==> src/rtl/medidor_pwm_pkg.sv <==
// Shared definitions for the servo PWM link (generator and meter side).
// Holds the FSM state encoding, the default nominal high times for the four
// position codes, the nominal period and the acceptance windows.
package medidor_pwm_pkg;

  typedef enum logic [1:0] {
    INICIAL = 2'b00,
    ALTO    = 2'b01,
    BAIXO   = 2'b10
  } estado_t;

  localparam logic [31:0] CONF_PERIODO_PADRAO   = 32'd1_000_000;
  localparam logic [31:0] LARGURA_000_PADRAO    = 32'd56_250;
  localparam logic [31:0] LARGURA_001_PADRAO    = 32'd68_750;
  localparam logic [31:0] LARGURA_010_PADRAO    = 32'd81_250;
  localparam logic [31:0] LARGURA_011_PADRAO    = 32'd93_750;
  localparam logic [31:0] TOLERANCIA_PADRAO     = 32'd6_250;
  localparam logic [31:0] TOL_PERIODO_PADRAO    = 32'd50_000;
  localparam logic [31:0] LIMITE_TIMEOUT_PADRAO = 32'd2_000_000;

  // Strict window test: |medido - nominal| < tol
  function automatic logic dentro_janela(input logic [31:0] medido,
                                         input logic [31:0] nominal,
                                         input logic [31:0] tol);
    logic [31:0] dif;
    dif = (medido > nominal) ? (medido - nominal) : (nominal - medido);
    return (dif < tol);
  endfunction

endpackage

==> src/rtl/medidor_pwm_if.sv <==
// Signal bundle between the PWM meter and its users.
//   pwm_in    : raw PWM line into the meter
//   largura   : last measured high time (clocks)
//   periodo   : last measured period (clocks)
//   pos       : decoded position of the last valid frame
//   pronto    : one-cycle pulse per closed frame
//   valido    : last closed frame was legal
//   erro      : sticky error (bad frame or timeout)
//   db_estado : FSM state for debug
// master = meter side, slave = consumer / stimulus side.
interface medidor_pwm_if;
  logic        pwm_in;
  logic [31:0] largura;
  logic [31:0] periodo;
  logic [1:0]  pos;
  logic        pronto;
  logic        valido;
  logic        erro;
  logic [1:0]  db_estado;

  modport master (
    input  pwm_in,
    output largura, periodo, pos, pronto, valido, erro, db_estado
  );

  modport slave (
    output pwm_in,
    input  largura, periodo, pos, pronto, valido, erro, db_estado
  );
endinterface

==> src/rtl/sincronizador_borda.sv <==
// Two-flop synchronizer plus one edge register for an asynchronous input.
// Both edge strobes come from the same register pair, so rising and falling
// edges see the same fixed latency and measured intervals are exact.
//   clock   : system clock
//   zera    : asynchronous active-high reset, clears the whole chain
//   entrada : asynchronous input
//   s_sync  : synchronized level
//   subida  : one-cycle strobe on a rising edge
//   descida : one-cycle strobe on a falling edge
module sincronizador_borda (
  input  logic clock,
  input  logic zera,
  input  logic entrada,
  output logic s_sync,
  output logic subida,
  output logic descida
);

  logic s1, s2, s3;

  always_ff @(posedge clock or posedge zera) begin
    if (zera) begin
      s1 <= 1'b0;
      s2 <= 1'b0;
      s3 <= 1'b0;
    end else begin
      s1 <= entrada;
      s2 <= s1;
      s3 <= s2;
    end
  end

  assign s_sync  = s2;
  assign subida  = s2 & ~s3;
  assign descida = ~s2 & s3;

endmodule

==> src/rtl/medidor_pwm.sv <==
// Servo PWM meter: measures high time and period of the incoming PWM in
// clock cycles and decodes the high time into the 2-bit position code.
//   clock : system clock
//   zera  : asynchronous active-high reset
//   bus   : medidor_pwm_if.master (pwm_in in; measurement results out)
// A frame runs rise-to-rise; it is closed (and reported with pronto) at the
// rise that starts the following frame.
module medidor_pwm
  import medidor_pwm_pkg::*;
#(
  parameter logic [31:0] conf_periodo   = CONF_PERIODO_PADRAO,
  parameter logic [31:0] largura_000    = LARGURA_000_PADRAO,
  parameter logic [31:0] largura_001    = LARGURA_001_PADRAO,
  parameter logic [31:0] largura_010    = LARGURA_010_PADRAO,
  parameter logic [31:0] largura_011    = LARGURA_011_PADRAO,
  parameter logic [31:0] tolerancia     = TOLERANCIA_PADRAO,
  parameter logic [31:0] tol_periodo    = TOL_PERIODO_PADRAO,
  parameter logic [31:0] limite_timeout = LIMITE_TIMEOUT_PADRAO
) (
  input  logic   clock,
  input  logic   zera,
  medidor_pwm_if.master bus
);

  localparam logic [31:0] NOMINAIS [4] = '{largura_000, largura_001,
                                           largura_010, largura_011};

  logic        s_sync;
  logic        subida;
  logic        descida;

  estado_t     estado;
  logic [31:0] cnt;
  logic [31:0] largura_m;
  logic [31:0] largura_reg;
  logic [31:0] periodo_reg;
  logic [1:0]  pos_reg;
  logic        pronto_reg;
  logic        valido_reg;
  logic        erro_reg;

  logic        casa_largura;
  logic        casa_periodo;
  logic [1:0]  codigo;
  logic        timeout;

  sincronizador_borda u_sinc (
    .clock   (clock),
    .zera    (zera),
    .entrada (bus.pwm_in),
    .s_sync  (s_sync),
    .subida  (subida),
    .descida (descida)
  );

  // Nominals are 12500 apart and the window is strictly 6250 wide, so at
  // most one entry can match; the loop just reports which one.
  always_comb begin
    casa_largura = 1'b0;
    codigo       = 2'b00;
    for (int i = 0; i < 4; i++) begin
      if (dentro_janela(largura_m, NOMINAIS[i], tolerancia)) begin
        casa_largura = 1'b1;
        codigo       = 2'(i);
      end
    end
    casa_periodo = dentro_janela(cnt, conf_periodo, tol_periodo);
  end

  // A rise in the same cycle as saturation takes precedence over timeout.
  assign timeout = (cnt == limite_timeout) && !subida;

  always_ff @(posedge clock or posedge zera) begin
    if (zera) begin
      estado      <= INICIAL;
      cnt         <= '0;
      largura_m   <= '0;
      largura_reg <= '0;
      periodo_reg <= '0;
      pos_reg     <= 2'b00;
      pronto_reg  <= 1'b0;
      valido_reg  <= 1'b0;
      erro_reg    <= 1'b0;
    end else begin
      pronto_reg <= 1'b0;

      if (subida)
        cnt <= 32'd1;
      else if (cnt < limite_timeout)
        cnt <= cnt + 32'd1;

      case (estado)
        INICIAL: begin
          // A fall seen here belongs to a frame that started before reset.
          if (subida)
            estado <= ALTO;
        end
        ALTO: begin
          if (descida) begin
            largura_m <= cnt;
            estado    <= BAIXO;
          end
        end
        BAIXO: begin
          if (subida) begin
            periodo_reg <= cnt;
            largura_reg <= largura_m;
            pronto_reg  <= 1'b1;
            if (casa_largura && casa_periodo) begin
              pos_reg    <= codigo;
              valido_reg <= 1'b1;
              erro_reg   <= 1'b0;
            end else begin
              valido_reg <= 1'b0;
              erro_reg   <= 1'b1;
            end
            estado <= ALTO;
          end
        end
        default: estado <= INICIAL;
      endcase

      if (timeout) begin
        estado     <= INICIAL;
        valido_reg <= 1'b0;
        erro_reg   <= 1'b1;
      end
    end
  end

  assign bus.largura   = largura_reg;
  assign bus.periodo   = periodo_reg;
  assign bus.pos       = pos_reg;
  assign bus.pronto    = pronto_reg;
  assign bus.valido    = valido_reg;
  assign bus.erro      = erro_reg;
  assign bus.db_estado = estado;

endmodule

==> src/flat_wrapper.sv <==
// flat-port wrapper written by rule: the top's interface ports become plain ports
module medidor_pwm_flat import medidor_pwm_pkg::*;
#(
  parameter logic [31:0] conf_periodo   = CONF_PERIODO_PADRAO,
  parameter logic [31:0] largura_000    = LARGURA_000_PADRAO,
  parameter logic [31:0] largura_001    = LARGURA_001_PADRAO,
  parameter logic [31:0] largura_010    = LARGURA_010_PADRAO,
  parameter logic [31:0] largura_011    = LARGURA_011_PADRAO,
  parameter logic [31:0] tolerancia     = TOLERANCIA_PADRAO,
  parameter logic [31:0] tol_periodo    = TOL_PERIODO_PADRAO,
  parameter logic [31:0] limite_timeout = LIMITE_TIMEOUT_PADRAO
)
  (clock, zera, bus_pwm_in, bus_largura, bus_periodo, bus_pos, bus_pronto, bus_valido, bus_erro, bus_db_estado);
  medidor_pwm_if bus_i ();
  input  logic clock;
  input  logic zera;
  input wire logic [$bits(bus_i.pwm_in)-1:0] bus_pwm_in;
  output wire logic [$bits(bus_i.largura)-1:0] bus_largura;
  output wire logic [$bits(bus_i.periodo)-1:0] bus_periodo;
  output wire logic [$bits(bus_i.pos)-1:0] bus_pos;
  output wire logic [$bits(bus_i.pronto)-1:0] bus_pronto;
  output wire logic [$bits(bus_i.valido)-1:0] bus_valido;
  output wire logic [$bits(bus_i.erro)-1:0] bus_erro;
  output wire logic [$bits(bus_i.db_estado)-1:0] bus_db_estado;
  assign bus_i.pwm_in = bus_pwm_in;
  assign bus_largura = bus_i.largura;
  assign bus_periodo = bus_i.periodo;
  assign bus_pos = bus_i.pos;
  assign bus_pronto = bus_i.pronto;
  assign bus_valido = bus_i.valido;
  assign bus_erro = bus_i.erro;
  assign bus_db_estado = bus_i.db_estado;
  medidor_pwm #(.conf_periodo(conf_periodo), .largura_000(largura_000), .largura_001(largura_001), .largura_010(largura_010), .largura_011(largura_011), .tolerancia(tolerancia), .tol_periodo(tol_periodo), .limite_timeout(limite_timeout)) u_core (.clock(clock), .zera(zera), .bus(bus_i));
endmodule
==> config.mk <==
export PLATFORM = sky130hd
export DESIGN_NAME = medidor_pwm_flat
export DESIGN_NICKNAME = d
export VERILOG_FILES = /design/src/rtl/medidor_pwm_pkg.sv /design/src/rtl/medidor_pwm_if.sv /design/src/rtl/sincronizador_borda.sv /design/src/rtl/medidor_pwm.sv /design/src/flat_wrapper.sv
export SDC_FILE = /design/constraint.sdc
export NUM_CORES = 1
export LEC_CHECK = 0
export BUFFER_PORTS_ARGS = -buffer_cell sky130_fd_sc_hd__buf_4
export CORE_UTILIZATION = 35
export CTS_BUF_LIST = sky130_fd_sc_hd__clkbuf_8
export DETAILED_ROUTE_END_ITERATION = 10
export SKIP_LAST_GASP = 1
export SYNTH_ARGS = -nofsm -noshare
export SYNTH_HDL_FRONTEND = slang
export SYNTH_SLANG_ARGS = --single-unit
==> constraint.sdc <==
create_clock -name clock -period 7.4 [get_ports clock]
set_clock_uncertainty 0.15 [all_clocks]
set_input_delay 0 -clock clock [delete_from_list [all_inputs] [get_ports clock]]
set_output_delay 0 -clock clock [all_outputs]
set_load 0.1 [all_outputs]
# Yosys cells after proc, flatten, opt, wreduce, memory -nomap -nowiden
# Index checks and enable logic that the tools add are counted.
totals:
  in_bits: 3
  output_inout_bits: 71
  reg_bits: 138
  wordCells: 84
op_classes:
  addsub: 11
  n_mux: 28
  eq_ne: 5
  n_lt_le_gt_ge: 11
  n_reduce_logical: 13
  bitwise: 4
ops:
  columns: ["cell", "n"]
  rows:
  - ["2-to-1 mux 32 bit", 7]
  - ["< comparator 32 x 13 -> 1 bit, second input constant", 4]
  - ["> comparator 32 x 17 -> 1 bit, second input constant", 3]
  - ["subtractor 17 x 32 -> 32 bit, first input constant", 3]
  - ["subtractor 32 x 17 -> 32 bit, second input constant", 3]
  - ["adder 32 x 1 -> 32 bit, second input constant", 1]
  - ["equality test 32 x 21 -> 1 bit, second input constant", 1]
  - ["> comparator 32 x 16 -> 1 bit, second input constant", 1]
  - ["> comparator 32 x 20 -> 1 bit, second input constant", 1]
  - ["< comparator 32 x 16 -> 1 bit, second input constant", 1]
  - ["< comparator 32 x 21 -> 1 bit, second input constant", 1]
  - ["subtractor 16 x 32 -> 32 bit, first input constant", 1]
  - ["subtractor 20 x 32 -> 32 bit, first input constant", 1]
  - ["subtractor 32 x 16 -> 32 bit, second input constant", 1]
  - ["subtractor 32 x 20 -> 32 bit, second input constant", 1]
  - ["2-to-1 mux 1 bit", 15]
  - ["2-to-1 mux 2 bit", 5]
  - ["AND reduction 2 bit", 4]
  - ["inequality test 3 x 1 -> 1 bit, second input constant", 2]
  - ["nonzero test 2 bit", 3]
  - ["case mux 2 bit (2 select lines)", 1]
  - ["AND reduction 3 bit", 1]
  - ["AND 1 bit", 2]
  - ["equality test 2 x 1 -> 1 bit, second input constant", 1]
  - ["6 further kinds", 8]

# Depth between registers and ports, before layout
logic_depth:
  ltp_word: 12
  mapped_depth: 15
  mapped_depth_nobuf: 13

# Cells and area by module
# From an unflattened synthesis, not the netlist that was laid out.
unflattened:
  hier_cells: 1541
  area_unflattened_um2: 11667.4
modules_own_cells:
  columns: ["mod", "area_per_inst_um2", "instances", "cells_per_inst"]
  rows:
  - ["medidor_pwm", 11573.6, 1, 1535]
  - ["sincronizador_borda", 93.8, 1, 6]

# Least setup slack after synthesis
# No wires, ideal clock.
synth_path:
  path_type: "reg2reg"
  startpoint: "register u_core.largura_m[15]"
  endpoint: "register u_core.erro_reg (netlist: u_core.bus.erro)"
  arrival_time_ns: 3.345
  path_slack_ns: 3.764
  required_ns: 7.109
  stages_incl_launch_ff: 14
  path_cell_list: "dfrtp_1 > clkbuf_1 > nand2b_1 > or3_1 > or2_2 > clkbuf_1 > a21oi_2 > mux4_2 > or3_1 > nor4_1 > o2111ai_1 > o21ai_0 > or2_1 > a21oi_1"
synth_between:
  elab_chain_len: 12
synth_rtl:
  columns: ["element", "line", "source"]
  rows:
  - ["start, declared", "medidor_pwm.sv:34", "logic [31:0] largura_m;"]
  - ["start signal, assigned", "medidor_pwm.sv:100", "largura_m <= cnt;"]
  - ["subtractor 16 x 32 -> 32 bit (tied with other cells)", "medidor_pwm_pkg.sv:26", "dif = (medido > nominal) ? (medido - nominal) : (nominal - medido);"]
  - ["2-to-1 mux 32 bit", "medidor_pwm_pkg.sv:26", null]
  - ["< comparator 32 x 13 -> 1 bit", "medidor_pwm_pkg.sv:27", "return (dif < tol);"]
  - ["2-to-1 mux 1 bit (3 in series)", "medidor_pwm.sv:62", "if (dentro_janela(largura_m, NOMINAIS[i], tolerancia)) begin"]
  - ["2-to-1 mux 1 bit (*)", "medidor_pwm.sv:62", null]
  - ["logical AND 1 bit (*)", "medidor_pwm.sv:109", "if (casa_largura && casa_periodo) begin"]
  - ["2-to-1 mux 1 bit (*)", "medidor_pwm.sv:109", null]
  - ["2-to-1 mux 1 bit (*)", "medidor_pwm.sv:105", "if (subida) begin"]
  - ["2-to-1 mux 1 bit (*)", "medidor_pwm.sv:92", "case (estado)"]
  - ["2-to-1 mux 1 bit (*)", "medidor_pwm.sv:123", "if (timeout) begin"]
  - ["end signal, assigned", "medidor_pwm.sv:112", "erro_reg <= 1'b0;"]
  - ["end signal, assigned", "medidor_pwm.sv:115", "erro_reg <= 1'b1;"]
  - ["end signal, assigned", "medidor_pwm.sv:126", "erro_reg <= 1'b1;"]
  - ["end, declared", "medidor_pwm.sv:40", "logic erro_reg;"]
# Mark *: on every way between the ends. The rest lies on a longest branch, timed or not. The select of a mux whose other input is x is not followed.
# A chain may end at the register's enable or synchronous reset.

# Worst setup path after layout
layout_path:
  startpoint: "register u_core.largura_m[6]"
  endpoint: "register u_core.erro_reg (netlist: u_core.bus.erro)"
# Same word-level chain as after synthesis.

==> results.cfg <==
[synthesis]
yosysUniqueCellTypes = 89
ys_seq_elements = 138
async_flop_share = 1.00
synth_warnings = 0
syn-num-nets = 1468
synth_edf_count = 0
seq_area_frac_synth = 0.293
syn_inst = 1451
syn_avg_cell_area_um2 = 8.13
ys.flop_type = dfrtp_1
syn_area_um2 = 11800

[worst_setup_path]
startpoint_type = register
crit_path_max_fanout = 22
cp_slowest_cell = nor3_1
path_cells = buf_4, nor3_1, nand4_1, or2_2, a21oi_2, mux4_2, or3_1, nor4_1, o2111ai_1, o21ai_0, or2_1, a21oi_1
critPathTopFamily = simple AND/OR/NAND/NOR gates
required_ns = 7.62
arrival_ns = 5.46
cp_slowest_stage_delay_ns = 0.92
worst-path-buf-inv = 1
cp-end-kind = register
criticalPathCategory = register to register

[route]
dr.pass1.iters = 5
wire_per_inst_um = 22.6
met2WireLength_um = 20000
ant_nets = 0
wirelength_met1_um = 18600
wl_um = 42400
drcViolationCount = 0
vias_per_cell = 6.23
vias = 11700
highest_layer = met4
drt-initial-drc-count = 1427
met3WireLength_um = 2510

[sta]
slew-limit-headroom = 0.254
whs_ns = 0.0379
worst_slew_pin_slew_ns = 1.11
finalHoldViolations = 0
setup_tns_ns = 0
finalMaxSlewViolations = 0
period_share = 0.708
fmax_ghz = 0.191
finalCriticalPeriod_ns = 5.24
rsz0062_at_grt = false
setup_viol = 0

[clock_tree]
cts_tree = done
cts_buffer_depth = 2
clock-root-buffer = clkbuf_8
clk_latency_ns = 0.50
path_clk_slew_ns = 0.10
cts_inserted_buffers = 17
cts.sinks = 138
htreeDepth = 4

[global_routing]
grt_pass1_wl_um = 66100
grt.overflow.total = 0
track_usage = 0.250
grt_pass1_vias = 11300
grt_max_degree = 81
antenna_found_initial = 0

[power_and_ir_drop]
p_sw_w = 0.00101
combPwrFrac = 0.356
ir_drop_mv = 0.200
total_power_w = 0.00230
swShare = 0.438
pwr_density_cell_nw_per_um2 = 179
p_leak_nw = 5.50
clkPwrFrac = 0.259
seqPwrFrac = 0.386
intPower_w = 0.00129

[final_layout]
area_growth_pct = 9.07
fin_area_um2 = 12900
final_cell_mix = 138 x dfrtp_1, 122 x nor2_1, 115 x nand2_1, 94 x buf_4
num_antenna_cells = 0
nNetsFinal = 1441
layout_commonest_cell = dfrtp_1
fillerInstances = 3406
utilization = 0.392
drive_gt1_frac = 0.171

[placement]
place_area_um2 = 12500
place_hpwl_um = 30300
numPortBuffers = 73
gp_congestion = 1.00

[floorplan]
start_util = 0.359
fp.coreArea_um2 = 32900
rows = 66
die_y_um = 186
die_x_um = 186
die-area_um2 = 34500
io_pins = 74

[status]
outcome = finished clean

[worst_hold_path]
hp-class = primary input to async pin

[run]
cap_violations = 0
==> cell type report <==
cell class	instances	area (um2)	share of cell area
clock buffer	18	248	0.0192
sequential	138	3450	0.268
inverter	32	125	0.00972
clock inverter	14	116	0.00904
timing repair buffer	97	736	0.0572
multi-input combinational	1138	7640	0.594
tap	442	553	0.0430
==> synthesized netlist by cell type, types with 8 or more instances <==
master / count / share of area
mux2_2: 85 / 0.081
mux2i_1: 35 / 0.030
o21a_1: 19 / 0.012
buf_2: 22 / 0.0093
or2_2: 10 / 0.0053
nand4_1: 20 / 0.011
or3_1: 22 / 0.012
inv_1: 30 / 0.0095
a211o_1: 9 / 0.0067
a31oi_1: 22 / 0.012
nand2b_1: 17 / 0.0090
nor3_1: 52 / 0.022
a21oi_1: 87 / 0.037
nor2b_1: 8 / 0.0042
clkbuf_1: 106 / 0.034
o31ai_1: 21 / 0.013
nand3_1: 47 / 0.020
o2111ai_1: 12 / 0.0089
xnor2_1: 48 / 0.036
dfrtp_1: 138 / 0.29
buf_1: 9 / 0.0029
nand2_1: 115 / 0.037
o21ai_0: 87 / 0.037
ha_1: 14 / 0.015
nor4_1: 30 / 0.016
a211oi_1: 15 / 0.0095
nor2_1: 123 / 0.039
xor2_1: 25 / 0.019
or4_1: 14 / 0.0089
a21o_1: 9 / 0.0057
and2_1: 16 / 0.0085
o211ai_1: 14 / 0.0089
and3_1: 16 / 0.0085
==> power groups by stage <==
stage	clock, W	combinational (W)	sequential (W)
3_5_place_dp	0	0.000805	0.000898
6_report	0.000594	0.000818	0.000886
2_1_floorplan	0	0.000460	0.00105
3_3_place_gp	0	0.000807	0.000898
4_1_cts	0.000610	0.000810	0.000884
5_1_grt	0.000641	0.000875	0.000895
==> repair_timing <==
action                    4_1_cts  5_1_grt
hold buffers                    3        0
resized for setup               0        0
setup buffers                   0        0
hold endpoints to repair       80        0
==> worst register-to-register path, stage by stage, from the launching register on <==
cell,delay [ns]
dfrtp_1,0.38
buf_4,0.23
nor3_1,0.93
nand4_1,0.33
or2_2,0.43
a21oi_2,0.44
mux4_2,0.56
or3_1,0.37
nor4_1,0.51
o2111ai_1,0.33
o21ai_0,0.21
or2_1,0.17
a21oi_1,0.07
==> worst paths after layout <==
| kind | depth (start not counted) | end | startpoint | slack, ns |
|---|---|---|---|---|
| setup / recovery | 12 | u_core.bus.erro | u_core.largura_m[6] | 2.16 |
| hold / removal | 3 | u_core.largura_m[6] | zera | 0.04 |
| setup reg to reg | 12 | u_core.bus.erro | u_core.largura_m[6] | 2.16 |
| hold reg to reg | 0 | u_core.u_sinc.s_sync | u_core.u_sinc.s1 | 0.21 |
| max in group asynchronous | 4 | u_core.bus.largura[23] | zera | 5.77 |
| min in group clock | 0 | u_core.u_sinc.s_sync | u_core.u_sinc.s1 | 0.21 |
==> kinds of logic (layout without fill, tap and decap cells) <==
group / after synthesis / in the layout / share of synthesized area
adders and majority gates: 14 / 14 / 0.0148
and+or+nand+nor: 529 / 529 / 0.230
AOI/OAI and AO/OA: 401 / 401 / 0.234
buffers and inverters: 175 / 161 / 0.0612
xor gates and xnor gates: 73 / 73 / 0.0542
DFF: 138 / 138 / 0.293
muxes: 121 / 121 / 0.113
==> stage by stage <==
step,cells,setup slack (ns)
2_1_floorplan,1451,3.55
6_report,1879,2.16
3_5_place_dp,1844,2.40
5_1_grt,1879,1.90
4_1_cts,1879,2.39
3_3_place_gp,1844,2.47
==> per-layer routing <==
layer  vias to the layer above  GRT usage
met4                         0     0.0961
met3                        91     0.0360
met2                       525      0.406
met5                         -          0
li1                       5313          -
met1                      5778      0.335
No activity file was read; power rests on OpenSTA's default activity.
